==> config.mk <==
export PLATFORM = sky130hd
export DESIGN_NAME = iob_axistream_out_tx
export DESIGN_NICKNAME = d
export VERILOG_FILES = /design/src/rtl/iob_axistream_out_pkg.sv /design/src/rtl/iob_axistream_out_fifo.sv /design/src/rtl/iob_axistream_out_tx.sv
export SDC_FILE = /design/constraint.sdc
export NUM_CORES = 1
export LEC_CHECK = 0
export CORE_MARGIN = 3
export CORE_UTILIZATION = 45
export DETAILED_ROUTE_END_ITERATION = 8
export GPL_ROUTABILITY_DRIVEN = 0
export PLACE_DENSITY = 0.64
export SLEW_MARGIN = 10
export SYNTH_ARGS = -nofsm -noshare
export SYNTH_HDL_FRONTEND = slang
export SYNTH_HIERARCHICAL = 1
export SYNTH_SLANG_ARGS = --single-unit
==> constraint.sdc <==
create_clock -name clk_i -period 7.8 [get_ports clk_i]
set_clock_uncertainty 0.2 [all_clocks]
set_input_delay 2.34 -clock clk_i [delete_from_list [all_inputs] [get_ports clk_i]]
set_output_delay 2.34 -clock clk_i [all_outputs]
set_load 0.02 [all_outputs]
==> src/rtl/iob_axistream_out_pkg.sv <==
// Shared FSM encoding and sub-word sizing for the axistream_out transmitter.
package iob_axistream_out_pkg;

  localparam int unsigned DEF_DATA_W  = 32;
  localparam int unsigned DEF_TDATA_W = 8;
  localparam int unsigned R           = DEF_DATA_W / DEF_TDATA_W;
  localparam int unsigned R_W         = (R > 1) ? $clog2(R) : 1;

  typedef enum logic [1:0] {
    ST_IDLE  = 2'd0,
    ST_FETCH = 2'd1,
    ST_SEND  = 2'd2,
    ST_DONE  = 2'd3
  } tx_state_t;

  function automatic int unsigned sub_words(input int unsigned data_w, input int unsigned tdata_w);
    return data_w / tdata_w;
  endfunction

  // A one-beat word still needs a 1-bit index register.
  function automatic int unsigned sub_idx_w(input int unsigned r);
    return (r > 1) ? $clog2(r) : 1;
  endfunction

endpackage

==> src/rtl/iob_axistream_out_fifo.sv <==
// Word FIFO feeding the stream unpacker; read data is registered (one cycle after the pop).
module iob_axistream_out_fifo #(
  parameter int unsigned DATA_W = 32,
  parameter int unsigned ADDR_W = 4
) (
  input  logic              clk_i,
  input  logic              cke_i,
  input  logic              rst_i,
  input  logic              wr_i,
  input  logic [DATA_W-1:0] wr_data_i,
  input  logic              rd_i,
  output logic [DATA_W-1:0] rd_data_o,
  output logic              empty_o,
  output logic              full_o,
  output logic [ADDR_W:0]   level_o
);

  localparam int unsigned DEPTH = 2 ** ADDR_W;

  logic [DATA_W-1:0] mem [DEPTH];
  logic [ADDR_W-1:0] wr_ptr;
  logic [ADDR_W-1:0] rd_ptr;
  logic [ADDR_W:0]   level;
  logic              do_wr;
  logic              do_rd;

  assign full_o  = (level == (ADDR_W+1)'(DEPTH));
  assign empty_o = (level == '0);
  assign level_o = level;
  assign do_wr   = wr_i & ~full_o;
  assign do_rd   = rd_i & ~empty_o;

  always_ff @(posedge clk_i) begin
    if (cke_i) begin
      if (rst_i) begin
        wr_ptr    <= '0;
        rd_ptr    <= '0;
        level     <= '0;
        rd_data_o <= '0;
      end else begin
        if (do_wr) wr_ptr <= wr_ptr + ADDR_W'(1);
        if (do_rd) begin
          rd_ptr    <= rd_ptr + ADDR_W'(1);
          rd_data_o <= mem[rd_ptr];
        end
        case ({do_wr, do_rd})
          2'b10:   level <= level + (ADDR_W+1)'(1);
          2'b01:   level <= level - (ADDR_W+1)'(1);
          default: level <= level;
        endcase
      end
    end
  end

  // Storage is not reset; only the pointers define what is valid.
  always_ff @(posedge clk_i) begin
    if (cke_i && !rst_i && do_wr) mem[wr_ptr] <= wr_data_i;
  end

endmodule

==> src/rtl/iob_axistream_out_tx.sv <==
// AXI-Stream transmitter: unpacks FIFO words LSB sub-word first and frames them with tlast.
//
// state | meaning
// IDLE  | waiting for enable and a stored word (and no pending frame_done)
// FETCH | FIFO read data arriving, loaded into the word register
// SEND  | presenting sub-word sub_idx on the stream
// DONE  | tlast beat accepted, waiting for frame_clear_i
module iob_axistream_out_tx
  import iob_axistream_out_pkg::*;
#(
  parameter int unsigned DATA_W      = DEF_DATA_W,
  parameter int unsigned TDATA_W     = DEF_TDATA_W,
  parameter int unsigned FIFO_ADDR_W = 4
) (
  input  logic                   clk_i,
  input  logic                   cke_i,
  input  logic                   rst_i,
  input  logic                   enable_i,
  input  logic [DATA_W-1:0]      nwords_i,
  input  logic                   frame_clear_i,
  input  logic [FIFO_ADDR_W:0]   fifo_threshold_i,
  input  logic                   wr_valid_i,
  input  logic [DATA_W-1:0]      wr_data_i,
  output logic                   wr_ready_o,
  output logic [TDATA_W-1:0]     axis_tdata_o,
  output logic                   axis_tvalid_o,
  input  logic                   axis_tready_i,
  output logic                   axis_tlast_o,
  output logic                   fifo_empty_o,
  output logic                   fifo_full_o,
  output logic [FIFO_ADDR_W:0]   fifo_level_o,
  output logic [DATA_W-1:0]      beat_count_o,
  output logic                   frame_done_o,
  output logic                   interrupt_o
);

  localparam int unsigned NSUB  = sub_words(DATA_W, TDATA_W);
  localparam int unsigned SUB_W = sub_idx_w(NSUB);

  tx_state_t         state;
  tx_state_t         state_nxt;
  logic [DATA_W-1:0] word_r;
  logic [DATA_W-1:0] word_shifted;
  logic [SUB_W-1:0]  sub_idx;
  logic [DATA_W-1:0] beat_count;
  logic [DATA_W-1:0] beat_count_inc;
  logic              frame_done;
  logic              fifo_rd;
  logic [DATA_W-1:0] fifo_rd_data;
  logic              beat_acc;
  logic              last_sub;
  logic              can_fetch;

  iob_axistream_out_fifo #(
    .DATA_W (DATA_W),
    .ADDR_W (FIFO_ADDR_W)
  ) u_fifo (
    .clk_i     (clk_i),
    .cke_i     (cke_i),
    .rst_i     (rst_i),
    .wr_i      (wr_valid_i),
    .wr_data_i (wr_data_i),
    .rd_i      (fifo_rd),
    .rd_data_o (fifo_rd_data),
    .empty_o   (fifo_empty_o),
    .full_o    (fifo_full_o),
    .level_o   (fifo_level_o)
  );

  assign wr_ready_o     = ~fifo_full_o;
  assign interrupt_o    = (fifo_level_o <= fifo_threshold_i);
  assign beat_count_o   = beat_count;
  assign frame_done_o   = frame_done;
  assign beat_count_inc = beat_count + DATA_W'(1);
  assign last_sub       = (sub_idx == SUB_W'(NSUB - 1));
  assign can_fetch      = enable_i & ~fifo_empty_o;
  assign word_shifted   = word_r >> (sub_idx * TDATA_W);

  // nwords_i is compared live, so a lowered target only matches after beat_count wraps.
  assign axis_tvalid_o = (state == ST_SEND);
  assign axis_tdata_o  = axis_tvalid_o ? word_shifted[TDATA_W-1:0] : '0;
  assign axis_tlast_o  = axis_tvalid_o & (nwords_i != '0) & (beat_count_inc == nwords_i);
  assign beat_acc      = axis_tvalid_o & axis_tready_i;

  always_comb begin
    state_nxt = state;
    fifo_rd   = 1'b0;
    case (state)
      ST_IDLE: begin
        if (can_fetch && !frame_done) begin
          fifo_rd   = 1'b1;
          state_nxt = ST_FETCH;
        end
      end
      ST_FETCH: state_nxt = ST_SEND;
      ST_SEND: begin
        if (beat_acc) begin
          if (axis_tlast_o) begin
            state_nxt = frame_clear_i ? ST_IDLE : ST_DONE;
          end else if (last_sub) begin
            if (can_fetch) begin
              fifo_rd   = 1'b1;
              state_nxt = ST_FETCH;
            end else begin
              state_nxt = ST_IDLE;
            end
          end
        end
      end
      ST_DONE: begin
        if (frame_clear_i) state_nxt = ST_IDLE;
      end
      default: state_nxt = ST_IDLE;
    endcase
  end

  always_ff @(posedge clk_i) begin
    if (cke_i) begin
      if (rst_i) begin
        state      <= ST_IDLE;
        word_r     <= '0;
        sub_idx    <= '0;
        beat_count <= '0;
        frame_done <= 1'b0;
      end else begin
        state <= state_nxt;
        if (state == ST_FETCH) begin
          word_r  <= fifo_rd_data;
          sub_idx <= '0;
        end else if (beat_acc && !axis_tlast_o && !last_sub) begin
          sub_idx <= sub_idx + SUB_W'(1);
        end
        // A clear beats a simultaneous tlast acceptance.
        if (frame_clear_i) begin
          beat_count <= '0;
          frame_done <= 1'b0;
        end else if (beat_acc) begin
          beat_count <= beat_count_inc;
          if (axis_tlast_o) frame_done <= 1'b1;
        end
      end
    end
  end

endmodule

# Word-level counts from Yosys, hierarchy flattened
# Memory sizes are Yosys's and may differ from the RTL's. A register that Yosys moved wholly into a read port is not among the register bits.
# Cells that the tools add are included.
[totals] regBits=82 latchBits=0 ram_bits=512 romBits=0 input_bits=76 out_inout_bits=52 elab_cells=91 mem_count=1
[mem_list] name="u_fifo.mem" depth=16 word_bits=32 rd=1 rd_ports_with_merged_regs=1 write_ports=1 line_no="iob_axistream_out_fifo.sv:20" text="logic [DATA_W-1:0] mem [DEPTH];"
[op_classes] addsub=6 mul=0 n_div=0 order_cmp=1 n_eq_ne=12 shift=1 n_mux=25 bitwise=8 n_reduce_logical=29
[ops] operator="$mux W32" count=2
[ops] operator="$add A32 B1 Y32 const B" count=1
[ops] operator="$eq A32 B32 Y1" count=1
[ops] operator="$reduce_bool A32 Y1" count=1
[ops] operator="$shr A32 B5 Y8" count=1
[ops] operator="$mux W2" count=7
[ops] operator="$reduce_and A2 Y1" count=6
[ops] operator="$reduce_bool A3 Y1" count=4
[ops] operator="$mux W1" count=10
[ops] operator="$pmux W5 S2" count=1
[ops] operator="$add A4 B1 Y4 const B" count=2
[ops] operator="$eq A2 B2 Y1 const B" count=4
[ops] operator="$mux W4" count=2
[ops] operator="$mux W8" count=1
[ops] operator="$pmux W2 S4" count=1
[ops] operator="$and A1 B1 Y1" count=6
[ops] operator="$ne A3 B3 Y1 const B" count=2
[ops] operator="$reduce_bool A2 Y1" count=3
[ops] operator="$add A5 B1 Y5 const B" count=1
[ops] operator="$eq A5 B5 Y1 const B" count=1
[ops] operator="$le A5 B5 Y1" count=1
[ops] operator="$logic_and A1 B1 Y1" count=5
[ops] operator="$logic_not A5 Y1" count=1
[ops] operator="$reduce_and A5 Y1" count=1
[ops] operator="other kinds (11)" count=17

# Logic depth before layout (Yosys ltp)
[depth] depth_word=12 ltp_mapped=17

# Modules after synthesis
# The synthesis kept the hierarchy.
[modules_own_cells] mod="iob_axistream_out_fifo" n_inst=1 cells_per_inst=1170 area_each_um2=21625.7
[modules_own_cells] mod="iob_axistream_out_tx" n_inst=1 cells_per_inst=529 area_each_um2=5103.6

# Worst setup path after synthesis
# No wires, ideal clock.
[synth_timing] path_kind="input port to output port" start="input nwords_i[21]" end="output axis_tlast_o" arrival_ns=3.848 slack_ns=1.412 stages=7 path_buffers=1 cell_sequence="clkbuf_1 -> xnor2_1 -> a221oi_1 -> nand3b_1 -> or4_1 -> nor3_1 -> and3_1"
[synth_between] elab_chain_len=3 elab_cells_between_ends=4 classes_between="eq/ne: 1; bitwise: 2; reduce/logical: 1"
[synth_rtl] element="start: declaration" line_no="iob_axistream_out_tx.sv:19" text="input logic [DATA_W-1:0] nwords_i,"
[synth_rtl] element="$reduce_bool A32 Y1" line_no="iob_axistream_out_tx.sv:82" text="assign axis_tlast_o = axis_tvalid_o & (nwords_i != '0) & (beat_count_inc == nwords_i);"
[synth_rtl] element="$and A1 B1 Y1" line_no="iob_axistream_out_tx.sv:82"
[synth_rtl] element="$and A1 B1 Y1 *" line_no="iob_axistream_out_tx.sv:82"
[synth_rtl] element="end: declaration" line_no="iob_axistream_out_tx.sv:28" text="output logic axis_tlast_o,"
# Mark *: on every way between the ends. The rest lies on a longest branch, timed or not.

# Worst setup path in the final report
[layout_timing] start="input nwords_i[5]" end="output axis_tlast_o"
# Same word-level chain as after synthesis.

==> out/metrics.yaml <==
count_of_antenna_diodes_in_the_layout: 0
globalRoute.totalOverflow: 0
cts_num_sinks: 626
place.port_buffers: 127
final_layout_size_suffix_gt1_share_pct: 10.15
synth_ff_type: "edfxtp_1"
slew_viol_final: 0
finish.instance_area_um2: 30960
worst_path_max_delay_cell: "clkdlybuf4s50_1"
fin_nets: 1923
holdCritPathClass: "flop to flop"
ys_seq_elements: 626
placed_cells_incl_taps: 2527
critical_path_buf_inv_count: 2
synth.lib_cells_used.distinct: 72
dr_total_vias: 15730
seq_area_frac_synth_pct: 70.33
yosys.area_share.xor_xnor_pct: 2.139
synth_fa_ha_area_share_pct: 0.7770
yosysTopAreaCell: "edfxtp_1"
setup_total_negative_slack_ns: 0
wire_length_of_the_first_global_routing_pass_mm: 97.73
final_cell_mix: "edfxtp_1, mux2i_1, clkdlybuf4s50_1"
cell_area_after_synthesis_um2: 26730
total_wirelength_of_the_detailed_routed_design_mm: 65.32
setup_viol: 0
worst_hold_slack_ns: 0.3389
grt_pass1_vias: 15530
combinational_family_with_the_most_area_after_synthesis: "multiplexers"
power.density_nw_per_um2: 239.0
final-hold-violation-count: 0
area_delta_synth_final_pct: 15.83
final_cell_count_no_fill: 2647
top_delay_family_on_crit_path: "buffers and inverters"
synth_compound_area_share_pct: 6.469
synthesis.nets: 1791
ant_nets: 0
cell_type_with_the_highest_occurrence_count_on_the_critical_path: "clkdlybuf4s50_1"
cts.path.max_buffers: 3
worst_setup_hold_path_clk_slew_ns: 0.06
grt_start_max_net_pins: 112
dpl_cell_area_um2: 28830
min_period_ns: 7.640
worst-path-max-fanout: 5
core.rowCount: 88
setup.worst_path.start_class: "primary input"
achievable-frequency_mhz: 130.9
io_pins: 128
unrepaired_setup_endpoints_after_global_routing: "false"
antenna_found_initial: 1
finalCritPeriodShare_pct: 97.95
worst_r2r_startpoint: "beat_count_o[11]"
ys_warn_count: 6
mostFrequentLayoutCell: "edfxtp_1"
detail_route.drc_violations: 0
post_synth_edffs: 626
coreArea_um2: 58250
avgViaCountPerCell: 5.944
grt_usage_pct: 20.58
chip_height_um: 249.7
floorplan.initialDensity_pct: 45.89
timing.critical_path.from: "nwords_i[5]"
dieWidth_um: 249.7
routed_wl_per_cell_um: 24.68
number_of_buffers_added_by_the_clock_tree_synthesis_step: 67
holdCritStartpoint: "u_fifo/rd_data_o[22]"
synth_largest_type_area_fraction_pct: 70.33
synth.area.mux_share_pct: 10.46
max-vdd-ir-drop_v: 0.0001797
hold_buffers: 0
detailedRoute.firstPassIterationCount: 5
cts_tree: "done"
worst_ep_required_time_ns: 5.26
worst_slew_pin_slew_ns: 1.081
drv.max_cap_violation_count: 0
arrival_ns: 5.10
critPathCaptureType: "primary output"
crit_path_cell_trace: "clkdlybuf4s50_1, xnor2_1, a21oi_1, a2111oi_0, nand3b_1, or4_1, nor3_1, and3_1, clkdlybuf4s50_1"
synthesis.area_per_instance_um2: 15.73
yosys.area_share.simple_pct: 7.522
status: "finished, final reports clean"
worstSkewPairLatency_ns: 0.60
dp_hpwl_mm: 36.70
design.die.area_um2: 62360
path_class: "primary input to primary output"
synth.area.top_cells: "edfxtp_1, mux2i_1, a22oi_1"
cp_slowest_stage_delay_ns: 0.61
leakage_power_summed_over_all_cells_uw: 0.01051
cts.htree.levels: 3
clock_tree.root_cell: "clkbuf_16"
post_synth_inst_count: 1699
drt_iter0_drc: 1400
timing.max_slew.rel_slack_pct: 27.73
asyncSetResetFlopFracSynth_pct: 0
-- flip-flops by register name, indices dropped and copies added, names as in the netlist --
name and flops:
sub_idx 2, u_fifo/rd_ptr 4, state 2, word_r 32
u_fifo/level_o 5, frame_done_o 1, beat_count_o 32, u_fifo/mem 512
u_fifo/rd_data_o 32, u_fifo/wr_ptr 4
-- cell families after synthesis --
family                     count (synthesis)
and+or+nand+nor                          380
DFF                                      626
xor gates and xnor gates                  62
AOI/OAI and AO/OA                        245
muxes                                    253
adders and majority gates                 16
buffers and inverters                    117
-- stage by stage --
stage	total power [uW]	utilization, %	setup WS (ns)
after global placement	4383	49.50	0.09180
after floorplan	4171	-	1.412
final	7401	53.15	0.1596
after global routing	7656	53.15	0.009161
after CTS	7473	53.14	0.1609
after detailed placement	4393	49.50	0.1771
-- power breakdown --
| group | switching, uW | leakage (uW) | internal [uW] |
|---|---|---|---|
| logic | 309 | 0.00374 | 205 |
| clock network | 1280 | 0.00104 | 1790 |
| registers | 47.2 | 0.00572 | 3770 |
| total | 1640 | 0.0105 | 5770 |
-- layer usage --
metal / share of wire [%] / track usage [%] / vias to the layer above
met4: 3.1 / 6.548 / 2
met3: 7.5 / 4.012 / 155
met5: 0.020 / 0 / -
met2: 47 / 32.94 / 704
met1: 43 / 28.57 / 7931
li1: - / - / 6942
-- cell usage after synthesis (all sizes together), types with 16 or more instances --
library cell    n
xor2           28
clkbuf         51
o22ai          22
a22oi         104
nand3          27
nand2          83
xnor2          32
edfxtp        626
a21oi          24
mux4           21
inv            19
nor2b          46
nor3           18
nor2           86
nor4           23
buf            47
nand4          20
o21ai          36
mux2i         231
and2           16
-- what timing repair did --
item | CTS | global route
buffers inserted | 0 | 0
resized for setup | 0 | 1
endpoints found under the setup margin | 0 | 1
-- area by class of cell --
class | count | area (um^2)
clock buffer | 81 | 1729
clock inverter | 39 | 391.6
fill | 4672 | 27290
inverter | 19 | 71.32
multi-input combinational | 956 | 7478
sequential | 626 | 18800
tap | 765 | 957.2
timing repair buffer | 161 | 1534
-- worst paths after layout --
kind,cells after the start,slack (ns),endpoint
setup / recovery,9,0.16,axis_tlast_o
hold / removal,1,0.34,word_r[22]
setup reg to reg,15,2.01,u_fifo/level_o[4]
hold reg to reg,1,0.34,word_r[22]
Power figures use the tool's default switching activity.
